===== src/rtl/ndma_pkg.sv =====
// Shared types and constants for the DMA channel scheduler: FSM state encoding,
// engine config register map and sizing helpers.
package ndma_pkg;

    typedef enum logic [2:0] {
        IDLE,
        WR_SRC,
        WR_DST,
        WR_LEN,
        WR_GO,
        WAIT_DONE,
        RESP
    } sched_state_t;

    localparam logic [31:0] NDMA_SRC_OFF  = 32'h0000_0000;
    localparam logic [31:0] NDMA_DST_OFF  = 32'h0000_0004;
    localparam logic [31:0] NDMA_LEN_OFF  = 32'h0000_0008;
    localparam logic [31:0] NDMA_CTRL_OFF = 32'h0000_000C;
    localparam logic [31:0] NDMA_GO       = 32'h0000_0001;

    function automatic int tx_cnt_bits(input int max_tx);
        return (max_tx > 1) ? $clog2(max_tx) : 1;
    endfunction

endpackage


===== src/rtl/ndma_rr_arb.sv =====
// Combinational round-robin arbiter: first requester at or after last+1 (mod NumCh).
module ndma_rr_arb #(
    parameter int NumCh = 4,
    localparam int IdxW = (NumCh > 1) ? $clog2(NumCh) : 1
) (
    input  logic [NumCh-1:0] req,
    input  logic [IdxW-1:0]  last_ptr,
    output logic [NumCh-1:0] gnt,
    output logic [IdxW-1:0]  idx
);

    logic [IdxW-1:0] cand;

    // Walk from the farthest candidate to the nearest so the nearest hit wins.
    always_comb begin
        gnt  = '0;
        idx  = '0;
        cand = '0;
        for (int k = NumCh; k >= 1; k--) begin
            cand = IdxW'((int'(last_ptr) + k) % NumCh);
            if (req[cand]) begin
                gnt       = '0;
                gnt[cand] = 1'b1;
                idx       = cand;
            end
        end
    end

endmodule


===== src/rtl/ndma_chan_sched.sv =====
// Multi-channel front-end for the single-transfer DMA engine: round-robin pick,
// four config writes, wait for done (or timeout), then a per-channel response pulse.
module ndma_chan_sched
    import ndma_pkg::*;
#(
    parameter int          NumCh         = 4,
    parameter int          MaxTxSize     = 256,
    parameter logic [31:0] CfgBase       = 32'h0000_0000,
    parameter int          TimeoutCycles = 4096,
    localparam int         TxCntBits     = tx_cnt_bits(MaxTxSize),
    localparam int         IdxW          = (NumCh > 1) ? $clog2(NumCh) : 1
) (
    input  logic                            clk_i,
    input  logic                            rst_ni,
    input  logic [NumCh-1:0]                ch_req_i,
    input  logic [NumCh-1:0][31:0]          ch_src_i,
    input  logic [NumCh-1:0][31:0]          ch_dst_i,
    input  logic [NumCh-1:0][TxCntBits-1:0] ch_len_i,
    output logic [NumCh-1:0]                ch_gnt_o,
    output logic [NumCh-1:0]                ch_done_o,
    output logic [NumCh-1:0]                ch_err_o,
    output logic                            busy_o,
    output logic                            cfg_req_o,
    output logic                            cfg_we_o,
    output logic [31:0]                     cfg_addr_o,
    output logic [31:0]                     cfg_wdata_o,
    input  logic                            cfg_gnt_i,
    input  logic                            cfg_rvalid_i,
    input  logic                            dma_done_i
);

    localparam int ToW = (TimeoutCycles > 1) ? $clog2(TimeoutCycles) : 1;
    localparam logic [ToW-1:0] ToLast = (TimeoutCycles == 0) ? '0 : ToW'(TimeoutCycles - 1);

    sched_state_t            state_q;
    logic [IdxW-1:0]         ptr_q, idx_q, arb_idx;
    logic [NumCh-1:0]        arb_gnt, done_q, err_q;
    logic [31:0]             dst_q;
    logic [TxCntBits-1:0]    len_q;
    logic                    cfg_req_q;
    logic [31:0]             cfg_addr_q, cfg_wdata_q;
    logic [ToW-1:0]          to_cnt_q;
    logic                    dma_done_q;
    logic                    idle, done_rise, to_hit;
    logic                    unused_rvalid;

    ndma_rr_arb #(.NumCh(NumCh)) u_arb (
        .req      (ch_req_i),
        .last_ptr (ptr_q),
        .gnt      (arb_gnt),
        .idx      (arb_idx)
    );

    assign idle      = (state_q == IDLE);
    assign done_rise = dma_done_i & ~dma_done_q;
    assign to_hit    = (TimeoutCycles != 0) && (to_cnt_q == ToLast);

    // Grant is combinational from the arbiter; held low while reset is asserted.
    assign ch_gnt_o      = (idle && rst_ni) ? arb_gnt : '0;
    assign ch_done_o     = done_q;
    assign ch_err_o      = err_q;
    assign busy_o        = ~idle;
    assign cfg_req_o     = cfg_req_q;
    assign cfg_we_o      = cfg_req_q;
    assign cfg_addr_o    = cfg_addr_q;
    assign cfg_wdata_o   = cfg_wdata_q;
    assign unused_rvalid = cfg_rvalid_i;

    always_ff @(posedge clk_i or negedge rst_ni) begin
        if (!rst_ni) begin
            state_q     <= IDLE;
            ptr_q       <= '0;
            idx_q       <= '0;
            dst_q       <= '0;
            len_q       <= '0;
            done_q      <= '0;
            err_q       <= '0;
            cfg_req_q   <= 1'b0;
            cfg_addr_q  <= '0;
            cfg_wdata_q <= '0;
            to_cnt_q    <= '0;
            dma_done_q  <= 1'b0;
        end else begin
            dma_done_q <= dma_done_i;
            done_q     <= '0;
            err_q      <= '0;
            case (state_q)
                IDLE: begin
                    if (|ch_req_i) begin
                        ptr_q <= arb_idx;
                        idx_q <= arb_idx;
                        dst_q <= ch_dst_i[arb_idx];
                        len_q <= ch_len_i[arb_idx];
                        if (ch_len_i[arb_idx] != '0) begin
                            state_q     <= WR_SRC;
                            cfg_req_q   <= 1'b1;
                            cfg_addr_q  <= CfgBase + NDMA_SRC_OFF;
                            cfg_wdata_q <= ch_src_i[arb_idx];
                        end else begin
                            // Zero-length descriptor completes without touching the engine.
                            state_q <= RESP;
                            done_q  <= NumCh'(1) << arb_idx;
                        end
                    end
                end
                WR_SRC: if (cfg_gnt_i) begin
                    state_q     <= WR_DST;
                    cfg_addr_q  <= CfgBase + NDMA_DST_OFF;
                    cfg_wdata_q <= dst_q;
                end
                WR_DST: if (cfg_gnt_i) begin
                    state_q     <= WR_LEN;
                    cfg_addr_q  <= CfgBase + NDMA_LEN_OFF;
                    cfg_wdata_q <= 32'(len_q);
                end
                WR_LEN: if (cfg_gnt_i) begin
                    state_q     <= WR_GO;
                    cfg_addr_q  <= CfgBase + NDMA_CTRL_OFF;
                    cfg_wdata_q <= NDMA_GO;
                end
                WR_GO: if (cfg_gnt_i) begin
                    state_q     <= WAIT_DONE;
                    cfg_req_q   <= 1'b0;
                    cfg_addr_q  <= '0;
                    cfg_wdata_q <= '0;
                    to_cnt_q    <= '0;
                end
                WAIT_DONE: begin
                    // A stale high level on dma_done_i is not a completion; only an edge counts.
                    if (done_rise) begin
                        state_q <= RESP;
                        done_q  <= NumCh'(1) << idx_q;
                    end else if (to_hit) begin
                        state_q <= RESP;
                        err_q   <= NumCh'(1) << idx_q;
                    end else if (to_cnt_q != {ToW{1'b1}}) begin
                        to_cnt_q <= to_cnt_q + 1'b1;
                    end
                end
                RESP:    state_q <= IDLE;
                default: state_q <= IDLE;
            endcase
        end
    end

endmodule


===== config.mk =====
export PLATFORM = sky130hd
export DESIGN_NAME = ndma_chan_sched
export DESIGN_NICKNAME = d
export VERILOG_FILES = /design/src/rtl/ndma_pkg.sv /design/src/rtl/ndma_rr_arb.sv /design/src/rtl/ndma_chan_sched.sv
export SDC_FILE = /design/constraint.sdc
export NUM_CORES = 1
export LEC_CHECK = 0
export CORE_AREA = 2 2 147 149
export CTS_BUF_LIST = sky130_fd_sc_hd__clkbuf_4 sky130_fd_sc_hd__clkbuf_8
export CTS_CLUSTER_SIZE = 14
export DETAILED_ROUTE_END_ITERATION = 12
export DIE_AREA = 0 0 149 151
export PLACE_DENSITY_LB_ADDON = 0.15
export SETUP_SLACK_MARGIN = 0.5
export SLEW_MARGIN = 5
export SYNTH_ARGS = -nofsm -noshare
export SYNTH_HDL_FRONTEND = slang
export SYNTH_SLANG_ARGS = --single-unit

===== constraint.sdc =====
create_clock -name clk_i -period 11.1 [get_ports clk_i]
set_input_delay 1.11 -clock clk_i [delete_from_list [all_inputs] [get_ports clk_i]]
set_output_delay 1.11 -clock clk_i [all_outputs]
set_load 0.05 [all_outputs]

After elaboration in Yosys (flattened, before gate mapping)
Index checks and enable logic that the tools add are counted.
{"block": "totals", "ff_bits": 131, "in_bits": 297, "out_inout_bits": 79, "word_cells": 132}
{"block": "classes", "n_addsub": 5, "order_cmp": 9, "n_eq_ne": 17, "shift": 2, "mux": 69, "bitwise": 3, "reduce_logical": 16}
{"operator": "two-way mux 32 bit", "n": 13}
{"operator": "one-hot mux 32 bit (5 select lines)", "n": 2}
{"operator": "binary-select mux 32 bit (select 2 bit)", "n": 2}
{"operator": "two-way mux 12 bit", "n": 4}
{"operator": "two-way mux 4 bit", "n": 11}
{"operator": "two-way mux 3 bit", "n": 8}
{"operator": "one-hot mux 12 bit (2 select lines)", "n": 1}
{"operator": "one-hot mux 3 bit (6 select lines)", "n": 1}
{"operator": "binary-select mux 8 bit (select 2 bit)", "n": 1}
{"operator": "less-than comparator 2 x 3 -> 1 bit (second input constant)", "n": 5}
{"operator": "inequality test 2 bit (second input constant)", "n": 7}
{"operator": "adder 12 x 1 -> 12 bit (second input constant)", "n": 1}
{"operator": "equality test 12 bit (second input constant)", "n": 1}
{"operator": "inequality test 12 bit (second input constant)", "n": 1}
{"operator": "two-way mux 1 bit", "n": 11}
{"operator": "binary-select mux 1 bit (select 2 bit)", "n": 4}
{"operator": "demux 1 bit (select 2 bit)", "n": 4}
{"operator": ">= comparator 2 x 1 -> 1 bit (second input constant)", "n": 4}
{"operator": "two-way mux 2 bit", "n": 4}
{"operator": "two-way mux 8 bit", "n": 1}
{"operator": "one-hot mux 4 bit (2 select lines)", "n": 1}
{"operator": "nonzero test 8 bit", "n": 1}
{"operator": "<< shifter 1 x 2 -> 4 bit (first input constant)", "n": 2}
{"operator": "AND reduction 7 bit", "n": 1}
{"operator": "19 further kinds", "n": 30}

Longest topological paths before layout
Gate-level depths: netlist of the first run.
{"block": "logic_depth", "ltp_word": 13, "mapped_depth": 17, "ltp_nobuf": 11}

By module
From an unflattened synthesis of the first run, not the netlist that was laid out.
{"block": "hier_totals", "cells_unflattened": 616, "hier_area_um2": 7277.0}
{"mod": "ndma_chan_sched", "instances": 1, "cells_each": 554, "area_per_inst_um2": 6757.7, "seq_area_each_um2": 2527.4}
{"mod": "ndma_rr_arb", "instances": 1, "cells_each": 62, "area_per_inst_um2": 519.2, "seq_area_each_um2": 0.0}

Worst setup path after synthesis of the first run
No wires, ideal clock.
{"block": "synth_path", "path_kind": "register -> output", "startpoint": "register, netlist name idx_q[0]", "endpoint": "output port ch_gnt_o[0]", "arrival_ns": 3.288, "required_ns": 9.990, "setup_slack_ns": 6.702, "path_stages_with_launch": 12, "n_path_buf": 3, "cell_sequence": "dfrtp_1 > buf_2 > buf_1 > inv_1 > ha_1 > clkbuf_1 > mux4_2 > a211oi_1 > a22oi_1 > o21ai_0 > mux2i_1 > nor2_1"}
{"element": "end: declaration", "line": "ndma_chan_sched.sv:19", "rtl": "output logic [NumCh-1:0] ch_gnt_o,"}

==> results.sh, run 1 <==
export IMPL_r2r_setup_slack_ns=5.24
export IMPL_clock_sinks=101
export IMPL_synth_top_area_share_pct=34.6
export IMPL_coreArea_mm2=0.0208
export IMPL_gr_total_overflow=0
export IMPL_root_buffer="clkbuf_8"
export IMPL_synth_edf_count=0
export IMPL_path_clk_slew_ns=0.10
export IMPL_setup_viol=0
export IMPL_io_buffers=344
export IMPL_hold_class="register to register"
export IMPL_cp_slowest_cell="dfrtp_1"
export IMPL_crit_path_frequent_cell="buf_4"
export IMPL_ant_nets=0
export IMPL_synth_seq_cells=101
export IMPL_max_vdd_ir_drop_uv=104
export IMPL_hpwl_um=19200
export IMPL_drc_errors=0
export IMPL_place_congestion=0.783
export IMPL_clock_latency_ns=0.39
export IMPL_netlist_top_cells_count="nand2_1, dfrtp_1, clkbuf_1, and3_1"
export IMPL_ys_top_cells_by_area="dfrtp_1, nand2_1, mux4_2, mux2_1, a311oi_1"
export IMPL_leakage_nw=4.83
export IMPL_cts_tree="built"
export IMPL_vias=7284
export IMPL_async_flop_share_pct=100
export IMPL_slowest_delay_ns=0.80
export IMPL_cts_resized_gates=0
export IMPL_drt_iter0_drc=358
export IMPL_grt_pass1_vias=7147
export IMPL_maxCapViolations=0
export IMPL_synthesis_instances=830
export IMPL_n_fill_cell=2026
export IMPL_die_w_um=149
export IMPL_dpl_instance_area_mm2=0.0108
export IMPL_drv_slew=0
export IMPL_skew_ns=0.00890
export IMPL_worst_path_dominant_cell_family="buffers and inverters"
export IMPL_cts_buffers=9
export IMPL_fin_area_mm2=0.0110
export IMPL_wl_um=25200
export IMPL_crit_fanout=78
export IMPL_vias_per_cell=5.17
export IMPL_power_w=0.00297
export IMPL_fin_nets=1432
export IMPL_ys_flop_type="dfrtp_1"
export IMPL_tightest_slew_ns=0.962
export IMPL_startpoint_type="register"
export IMPL_area_delta_synth_final_pct=50.9
export IMPL_path_class="register to register"
export IMPL_dr_pass1_iters=5
export IMPL_wl_per_cell_um=17.9
export IMPL_finalCritPeriodShare_pct=52.8
export IMPL_max_slew_margin_rel_pct=35.7
export IMPL_period_needed_ns=5.86
export IMPL_rsz0062_at_grt="false"
export IMPL_critPathRequiredTime_ns=11.37
export IMPL_syn_area_per_cell_um2=8.81
export IMPL_final_setup_tns_ns=0
export IMPL_clockBufferDepth=2
export IMPL_die_h_um=151
export IMPL_grt_use_total_pct=21.7
export IMPL_io_pins=376
export IMPL_status="complete, no violations"
export IMPL_cp_end_kind="register"
export IMPL_max_freq_ghz=0.171
export IMPL_num_rows=53
export IMPL_htreeDepth=3
export IMPL_worst_path_buf_inv=3
export IMPL_finalWorstSetupSlack_ns=5.24
export IMPL_dieArea_mm2=0.0225
export IMPL_finalHoldViolCount=0
export IMPL_grt_pass1_wl_um=38000
export IMPL_cts_hold_fix_buffers=0
export IMPL_ys_types=54
export IMPL_cts_setup_buffers=0
export IMPL_synth_most_common_cell="nand2_1"
export IMPL_initial_core_util_pct=35.1
export IMPL_antenna_found_initial=1
export IMPL_ys_seq_area_share_pct=34.6
export IMPL_grt_max_degree=79
export IMPL_layout_drive_gt1_share_pct=6.18
export IMPL_multi_input_area_mm2=0.00438
export IMPL_p_per_area_mw_per_mm2=269
export IMPL_synthesis_area_mm2=0.00731
export IMPL_worstPathCellList="inv_1 -> ha_1 -> or3b_1 -> a21oi_1 -> o2bb2ai_1 -> and2_4 -> buf_4 -> mux4_2 -> nor2_1 -> nand4b_2 -> a32oi_4 -> buf_4 -> mux2_1"
export IMPL_regArea_mm2=0.00253
export IMPL_yosysWarnings=0
export IMPL_synth_top_area_cell="dfrtp_1"
export IMPL_hold_slack_ns=0.485
export IMPL_crit_arrival_ns=6.12
export IMPL_dpl_worst_slack_ns=5.01
-- worst reg2reg max path, cell delays in order, from the launching register on --
cell       delay, ns
dfrtp_1         0.80
inv_1           0.19
ha_1            0.51
or3b_1          0.16
a21oi_1         0.06
o2bb2ai_1       0.28
and2_4          0.54
buf_4           0.75
mux4_2          0.56
nor2_1          0.15
nand4b_2        0.27
a32oi_4         0.63
buf_4           0.45
mux2_1          0.38
-- where the power goes --
| part | internal (W) | total (W) | leakage (nW) | switching (W) |
|---|---|---|---|---|
| combinational | 0.000852 | 0.00208 | 3.43 | 0.00123 |
| clock | 0.000135 | 0.000270 | 0.111 | 0.000135 |
| sequential | 0.000512 | 0.000613 | 1.29 | 0.000100 |
-- logic make-up (layout without fill, tap and decap cells) --
kind of cell               count (synthesis)  after routing  share of synthesized area, %
other                                      1             31                        0.0513
AOI/OAI and AO/OA                        157            157                          16.6
DFF                                      101            101                          34.6
muxes                                     80             80                          16.5
xor gates and xnor gates                   9              9                          1.08
buffers and inverters                    106            379                          7.42
adders and majority gates                  8              8                          1.37
and+or+nand+nor                          368            368                          22.4
-- stage by stage --
stage / util, % / std cells
6_report: 53.0 / 1408
5_1_grt: 53.0 / 1408
4_1_cts: 53.0 / 1407
3_5_place_dp: 51.9 / 1391
3_3_place_gp: 51.9 / 1391
2_1_floorplan: - / 859
-- path summary, 6_finish.rpt --
check                          start               to  depth (start not counted)
setup / recovery            idx_q[0]  cfg_wdata_o[23]                         13
hold / removal             dst_q[14]        dst_q[14]                          1
setup reg to reg            idx_q[0]  cfg_wdata_o[23]                         13
hold reg to reg            dst_q[14]        dst_q[14]                          1
max in group asynchronous     rst_ni  cfg_wdata_o[14]                          2
min in group asynchronous     rst_ni      ch_err_o[3]                          1
-- state kept, by name, summed over array words and instances, names as in the netlist --
signal	flops
to_cnt_q	12
cfg_req_o	1
dma_done_q	1
state_q	3
ch_err_o	4
cfg_wdata_o	32
dst_q	32
len_q	8
ch_done_o	4
idx_q	2
cfg_addr_o	2
-- routing by layer --
layer  GRT usage (%)  vias to the layer above  routed length (µm)
li1                -                     3529                   -
met1            27.2                     3519               10400
met2            37.9                      217               13000
met3            5.51                       19                1550
met4            4.43                        0                 294
met5               0                        -                   0
-- area by class of cell --
type	instances	share of cell area (%)
Multi-Input combinational cell	652	39.7
Timing Repair Buffer	355	31.9
Sequential cell	101	22.9
Tap cell	275	3.12
Clock buffer	10	1.25
Clock inverter	6	0.861
Inverter	8	0.272
Antenna cell	1	0.0227
-- cell usage in the layout, fill, tap and decap left out, drive strengths merged, types with 12 or more instances in the layout --
master | netlist | final
nand2 | 228 | 228
mux2 | 35 | 35
mux2i | 16 | 16
mux4 | 29 | 29
dfrtp | 101 | 101
conb | 1 | 30
nand3 | 32 | 32
a311oi | 32 | 32
nor2 | 29 | 29
a22o | 26 | 26
o21ai | 26 | 26
a21o | 32 | 32
and3 | 33 | 33
clkdlybuf4s50 | 0 | 343
buf | 45 | 12
nand4 | 12 | 12
Note: power is estimated with default switching activity, not from simulation.
==> inputs of run 2 (changes only) <==
--- a/config.mk
+++ b/config.mk
@@ -5,11 +5,11 @@
 export SDC_FILE = /design/constraint.sdc
 export NUM_CORES = 1
 export LEC_CHECK = 0
-export CORE_AREA = 2 2 147 149
+export CORE_ASPECT_RATIO = 0.6
+export CORE_UTILIZATION = 42
 export CTS_BUF_LIST = sky130_fd_sc_hd__clkbuf_4 sky130_fd_sc_hd__clkbuf_8
 export CTS_CLUSTER_SIZE = 14
 export DETAILED_ROUTE_END_ITERATION = 12
-export DIE_AREA = 0 0 149 151
 export PLACE_DENSITY_LB_ADDON = 0.15
 export SETUP_SLACK_MARGIN = 0.5
 export SLEW_MARGIN = 5
==> constraint.sdc (replaced) <==
create_clock -name clk_i -period 5.95 [get_ports clk_i]
set_input_delay 0.595 -clock clk_i [delete_from_list [all_inputs] [get_ports clk_i]]
set_output_delay 0.595 -clock clk_i [all_outputs]
set_load 0.05 [all_outputs]
==> results.sh, run 2 (synthesized netlist as in run 1, its figures left out) <==
export IMPL_finalCritPeriodShare_pct=80.7
export IMPL_n_fill_cell=1343
export IMPL_htreeDepth=3
export IMPL_critPathRequiredTime_ns=6.21
export IMPL_grt_pass1_wl_um=37400
export IMPL_coreArea_mm2=0.0166
export IMPL_leakage_nw=4.83
export IMPL_dpl_instance_area_mm2=0.0107
export IMPL_drt_iter0_drc=460
export IMPL_path_clk_slew_ns=0.10
export IMPL_clockBufferDepth=2
export IMPL_grt_use_total_pct=26.7
export IMPL_status="complete, no violations"
export IMPL_layout_cells_non_filler=1361
export IMPL_cp_end_kind="register"
export IMPL_dieArea_mm2=0.0180
export IMPL_root_buffer="clkbuf_8"
export IMPL_hold_class="input pin to asynchronous set/reset pin"
export IMPL_max_freq_ghz=0.208
export IMPL_skew_ns=0.0144
export IMPL_io_pins=376
export IMPL_hold_slack_ns=0.189
export IMPL_drv_slew=0
export IMPL_gr_total_overflow=0
export IMPL_clock_sinks=101
export IMPL_initial_core_util_pct=44.0
export IMPL_dpl_worst_slack_ns=1.19
export IMPL_grt_max_degree=90
export IMPL_fin_area_mm2=0.0110
export IMPL_crit_arrival_ns=5.06
export IMPL_ant_nets=0
export IMPL_p_per_area_mw_per_mm2=503
export IMPL_cts_hold_fix_buffers=0
export IMPL_clock_latency_ns=0.37
export IMPL_num_rows=36
export IMPL_cts_buffers=9
export IMPL_vias_per_cell=5.38
export IMPL_die_w_um=172
export IMPL_worstPathCellList="inv_1 -> ha_1 -> mux4_2 -> a21oi_1 -> o22a_4 -> mux4_2 -> nor2_1 -> nand4b_2 -> a32oi_4 -> buf_4 -> mux2_2"
export IMPL_post_place_cells=1344
export IMPL_max_slew_margin_rel_pct=31.7
export IMPL_place_congestion=0.881
export IMPL_rsz0062_at_grt="false"
export IMPL_finalWorstSetupSlack_ns=1.15
export IMPL_grt_pass1_vias=7139
export IMPL_final_common_cell="clkdlybuf4s50_1"
export IMPL_max_vdd_ir_drop_uv=416
export IMPL_setup_viol=0
export IMPL_worst_path_buf_inv=2
export IMPL_area_delta_synth_final_pct=49.9
export IMPL_layout_drive_gt1_share_pct=6.18
export IMPL_io_buffers=344
export IMPL_crit_path_frequent_cell="mux4_2"
export IMPL_wl_um=24100
export IMPL_maxCapViolations=0
export IMPL_vias=7323
export IMPL_final_cell_mix="clkdlybuf4s50_1, nand2_1, dfrtp_1"
export IMPL_tightest_slew_ns=1.02
export IMPL_cts_setup_buffers=0
export IMPL_worst_path_dominant_cell_family="multiplexers"
export IMPL_wl_per_cell_um=17.7
export IMPL_finalHoldViolCount=0
export IMPL_crit_fanout=54
export IMPL_period_needed_ns=4.80
export IMPL_dr_pass1_iters=5
export IMPL_cts_tree="built"
export IMPL_path_class="register to register"
export IMPL_final_setup_tns_ns=0
export IMPL_cp_slowest_cell="dfrtp_1"
export IMPL_startpoint_type="register"
export IMPL_fin_nets=1432
export IMPL_die_h_um=104
export IMPL_antenna_found_initial=1
export IMPL_drc_errors=0
export IMPL_slowest_delay_ns=0.80
export IMPL_hpwl_um=18100
export IMPL_cts_resized_gates=0
run 2: layer usage:
layer / part of all wire [%] / vias to the layer above / global-route usage (%)
li1: - / 3535 / -
met1: 46 / 3517 / 36.7
met2: 47 / 259 / 43.9
met3: 6.9 / 12 / 5.78
met4: 0.55 / 0 / 3.22
met5: 0 / - / 0
run 2: worst reg2reg max path, stage by stage, from the launching register on:
cell and delay [ns]:
dfrtp_1 0.80, inv_1 0.19, ha_1 0.51, mux4_2 0.44, a21oi_1 0.22, o22a_4 0.54
mux4_2 0.62, nor2_1 0.16, nand4b_2 0.26, a32oi_4 0.26, buf_4 0.32, mux2_2 0.37
run 2: path summary, 6_finish.rpt:
path / start / to / slack [ns] / cells after the start
worst max-delay path: idx_q[0] / cfg_wdata_o[0] / 1.15 / 11
worst min-delay path: rst_ni / ch_err_o[3] / 0.19 / 1
worst max register to register: idx_q[0] / cfg_wdata_o[0] / 1.15 / 11
worst min register to register: len_q[1] / len_q[1] / 0.48 / 2
max in group asynchronous: rst_ni / cfg_wdata_o[14] / 4.56 / 2
min in group clk_i: len_q[1] / len_q[1] / 0.48 / 2
run 2: metrics by stage:
stage	power, W	util (%)
detailed placement	0.00508	64.6
CTS	0.00556	66.0
finish	0.00551	66.0
global route	0.00593	66.0
floorplan	0.00399	-
global placement	0.00501	64.6
run 2: report_power, final:
part           internal [W]  total (W)  switching, W  leakage, nW
registers          0.000955    0.00118      0.000225         1.29
logic               0.00160    0.00387       0.00227         3.43
clock network      0.000205   0.000464      0.000259        0.109
total               0.00276    0.00551       0.00275         4.83
run 2: layout make-up:
class | instances | area, µm² | share of cell area [%]
diodes | 1 | 2.50 | 0.0228
clock buffers | 9 | 124 | 1.13
clock inverters | 7 | 92.6 | 0.844
inverters | 8 | 30.0 | 0.274
multi-input cells | 652 | 4380 | 39.9
flip-flops and latches | 101 | 2530 | 23.1
well taps | 228 | 285 | 2.60
repair buffers | 355 | 3520 | 32.1
==> inputs of run 3 (changes only) <==
--- a/config.mk
+++ b/config.mk
@@ -6,7 +6,7 @@
 export NUM_CORES = 1
 export LEC_CHECK = 0
 export CORE_ASPECT_RATIO = 0.6
-export CORE_UTILIZATION = 42
+export CORE_UTILIZATION = 38
 export CTS_BUF_LIST = sky130_fd_sc_hd__clkbuf_4 sky130_fd_sc_hd__clkbuf_8
 export CTS_CLUSTER_SIZE = 14
 export DETAILED_ROUTE_END_ITERATION = 12
==> constraint.sdc (replaced) <==
create_clock -name clk_i -period 3.93 [get_ports clk_i]
set_input_delay 0.393 -clock clk_i [delete_from_list [all_inputs] [get_ports clk_i]]
set_output_delay 0.393 -clock clk_i [all_outputs]
set_load 0.05 [all_outputs]
==> results.sh, run 3 (synthesized netlist as in run 1, its figures left out) <==
export IMPL_vias_per_cell=5.23
export IMPL_startpoint_type="register"
export IMPL_post_place_cells=1374
export IMPL_period_needed_ns=3.40
export IMPL_coreArea_mm2=0.0184
export IMPL_finalHoldViolCount=0
export IMPL_num_rows=38
export IMPL_num_antenna_cells=0
export IMPL_drc_errors=0
export IMPL_layout_cells_non_filler=1402
export IMPL_status="complete, no violations"
export IMPL_wl_per_cell_um=18.0
export IMPL_crit_fanout=14
export IMPL_clockBufferDepth=2
export IMPL_power_w=0.00914
export IMPL_antenna_found_initial=0
export IMPL_dpl_worst_slack_ns=0.116
export IMPL_finalCritPeriodShare_pct=86.5
export IMPL_fin_nets=1463
export IMPL_gr_total_overflow=0
export IMPL_initial_core_util_pct=39.7
export IMPL_final_common_cell="clkdlybuf4s50_1"
export IMPL_cp_slowest_cell="mux4_2"
export IMPL_hpwl_um=19400
export IMPL_cts_hold_fix_buffers=0
export IMPL_vias=7331
export IMPL_regArea_mm2=0.00253
export IMPL_p_per_area_mw_per_mm2=800
export IMPL_skew_ns=0.0159
export IMPL_setup_viol=0
export IMPL_dr_pass1_iters=4
export IMPL_wl_um=25200
export IMPL_hold_class="input pin to asynchronous set/reset pin"
export IMPL_root_buffer="clkbuf_8"
export IMPL_rsz0062_at_grt="true"
export IMPL_dieArea_mm2=0.0198
export IMPL_leakage_nw=5.09
export IMPL_crit_arrival_ns=3.66
export IMPL_tightest_slew_ns=1.08
export IMPL_grt_max_degree=56
export IMPL_final_setup_tns_ns=0
export IMPL_maxCapViolations=0
export IMPL_die_h_um=109
export IMPL_die_w_um=181
export IMPL_final_cell_mix="clkdlybuf4s50_1, nand2_1, dfrtp_1"
export IMPL_slowest_delay_ns=0.48
export IMPL_path_class="register to register"
export IMPL_max_freq_ghz=0.294
export IMPL_io_buffers=344
export IMPL_cts_tree="built"
export IMPL_critPathRequiredTime_ns=4.19
export IMPL_clock_latency_ns=0.37
export IMPL_grt_pass1_wl_um=39200
export IMPL_grt_pass1_vias=7152
export IMPL_n_fill_cell=1613
export IMPL_clock_sinks=101
export IMPL_place_congestion=0.863
export IMPL_drt_iter0_drc=351
export IMPL_drv_slew=0
export IMPL_max_vdd_ir_drop_uv=430
export IMPL_worstPathCellList="inv_4 -> ha_4 -> mux4_2 -> nor2_1 -> nor2_1 -> o22a_4 -> mux4_2 -> nor2_4 -> nand4b_4 -> a32oi_4 -> buf_6 -> buf_12 -> mux2_1"
export IMPL_cts_buffers=9
export IMPL_io_pins=376
export IMPL_area_delta_synth_final_pct=56.2
export IMPL_path_clk_slew_ns=0.10
export IMPL_finalWorstSetupSlack_ns=0.530
export IMPL_grt_use_total_pct=25.3
export IMPL_ant_nets=0
export IMPL_htreeDepth=3
export IMPL_cp_end_kind="register"
export IMPL_layout_drive_gt1_share_pct=10.8
export IMPL_multi_input_area_mm2=0.00448
export IMPL_max_slew_margin_rel_pct=27.7
==> run 3: cell types whose count changed in the layout (fill, tap and decap cells not counted), moves of 2 or more <==
cell / before / now
clkinv_4: 3 / 0
mux2_4: 0 / 17
bufinv_16: 1 / 3
mux2_1: 29 / 12
buf_12: 0 / 6
buf_6: 0 / 4
buf_4: 12 / 36
clkdlybuf4s50_1: 343 / 339
==> run 3: critical path, delay by kind of cell (launching register included) <==
kind	cells	cell delay, ns
buffers and inverters	3	0.37
multiplexers	3	1.17
flip-flops	1	0.44
AND/OR/NAND/NOR	4	0.46
AO/OA/AOI/OAI	2	0.54
adder cells (fa/ha/maj)	1	0.30
==> run 3: final cells by class <==
| cell class | instances | area share, % |
|---|---|---|
| clock buffers | 9 | 1.08 |
| clock inverters | 6 | 0.974 |
| inverters | 8 | 0.285 |
| multi-input cells | 652 | 39.2 |
| flip-flops and latches | 101 | 22.1 |
| well taps | 240 | 2.63 |
| repair buffers | 386 | 33.7 |
==> run 3: stage by stage <==
step | hold WS, ns | area (µm²) | util (%)
floorplan | 0.0974 | 7550 | -
global placement | 0.456 | 11100 | 59.9
detailed placement | 0.466 | 11100 | 59.9
CTS | 0.0636 | 11400 | 61.8
global route | 0.0797 | 11400 | 62.0
finish | 0.0424 | 11400 | 62.0
==> run 3: power breakdown <==
group          leakage (nW)  total [W]  internal (W)  switching, W
Combinational          3.69    0.00660       0.00295       0.00365
Clock                 0.116   0.000789      0.000421      0.000368
Sequential             1.29    0.00175       0.00145      0.000304
Total                  5.09    0.00914       0.00482       0.00432
==> run 3: routing by layer <==
metal / share of wire (%) / wire length [µm] / GRT usage [%]
met3: 5.7 / 1430 / 5.30
met5: 0 / 0 / 0
met1: 47 / 11700 / 35.2
met4: 0.92 / 233 / 4.18
met2: 47 / 11800 / 41.2
==> run 3: worst paths after layout <==
| kind | slack [ns] | from | to | cells past startpoint |
|---|---|---|---|---|
| worst max-delay path | 0.53 | idx_q[0] | cfg_wdata_o[28] | 13 |
| worst min-delay path | 0.04 | rst_ni | ch_err_o[0] | 1 |
| worst max register to register | 0.53 | idx_q[0] | cfg_wdata_o[28] | 13 |
| worst min register to register | 0.48 | dst_q[31] | dst_q[31] | 1 |
| max in group asynchronous | 2.78 | rst_ni | dst_q[9] | 2 |
| min in group clk_i | 0.48 | dst_q[31] | dst_q[31] | 1 |
==> run 3: what timing repair did <==
action                                  4_1_cts  5_1_grt
pin swaps                                     2        3
cloned                                        1        0
endpoints found under the setup margin       32       33
gates resized for setup                       3        3
buffers inserted                              9        3
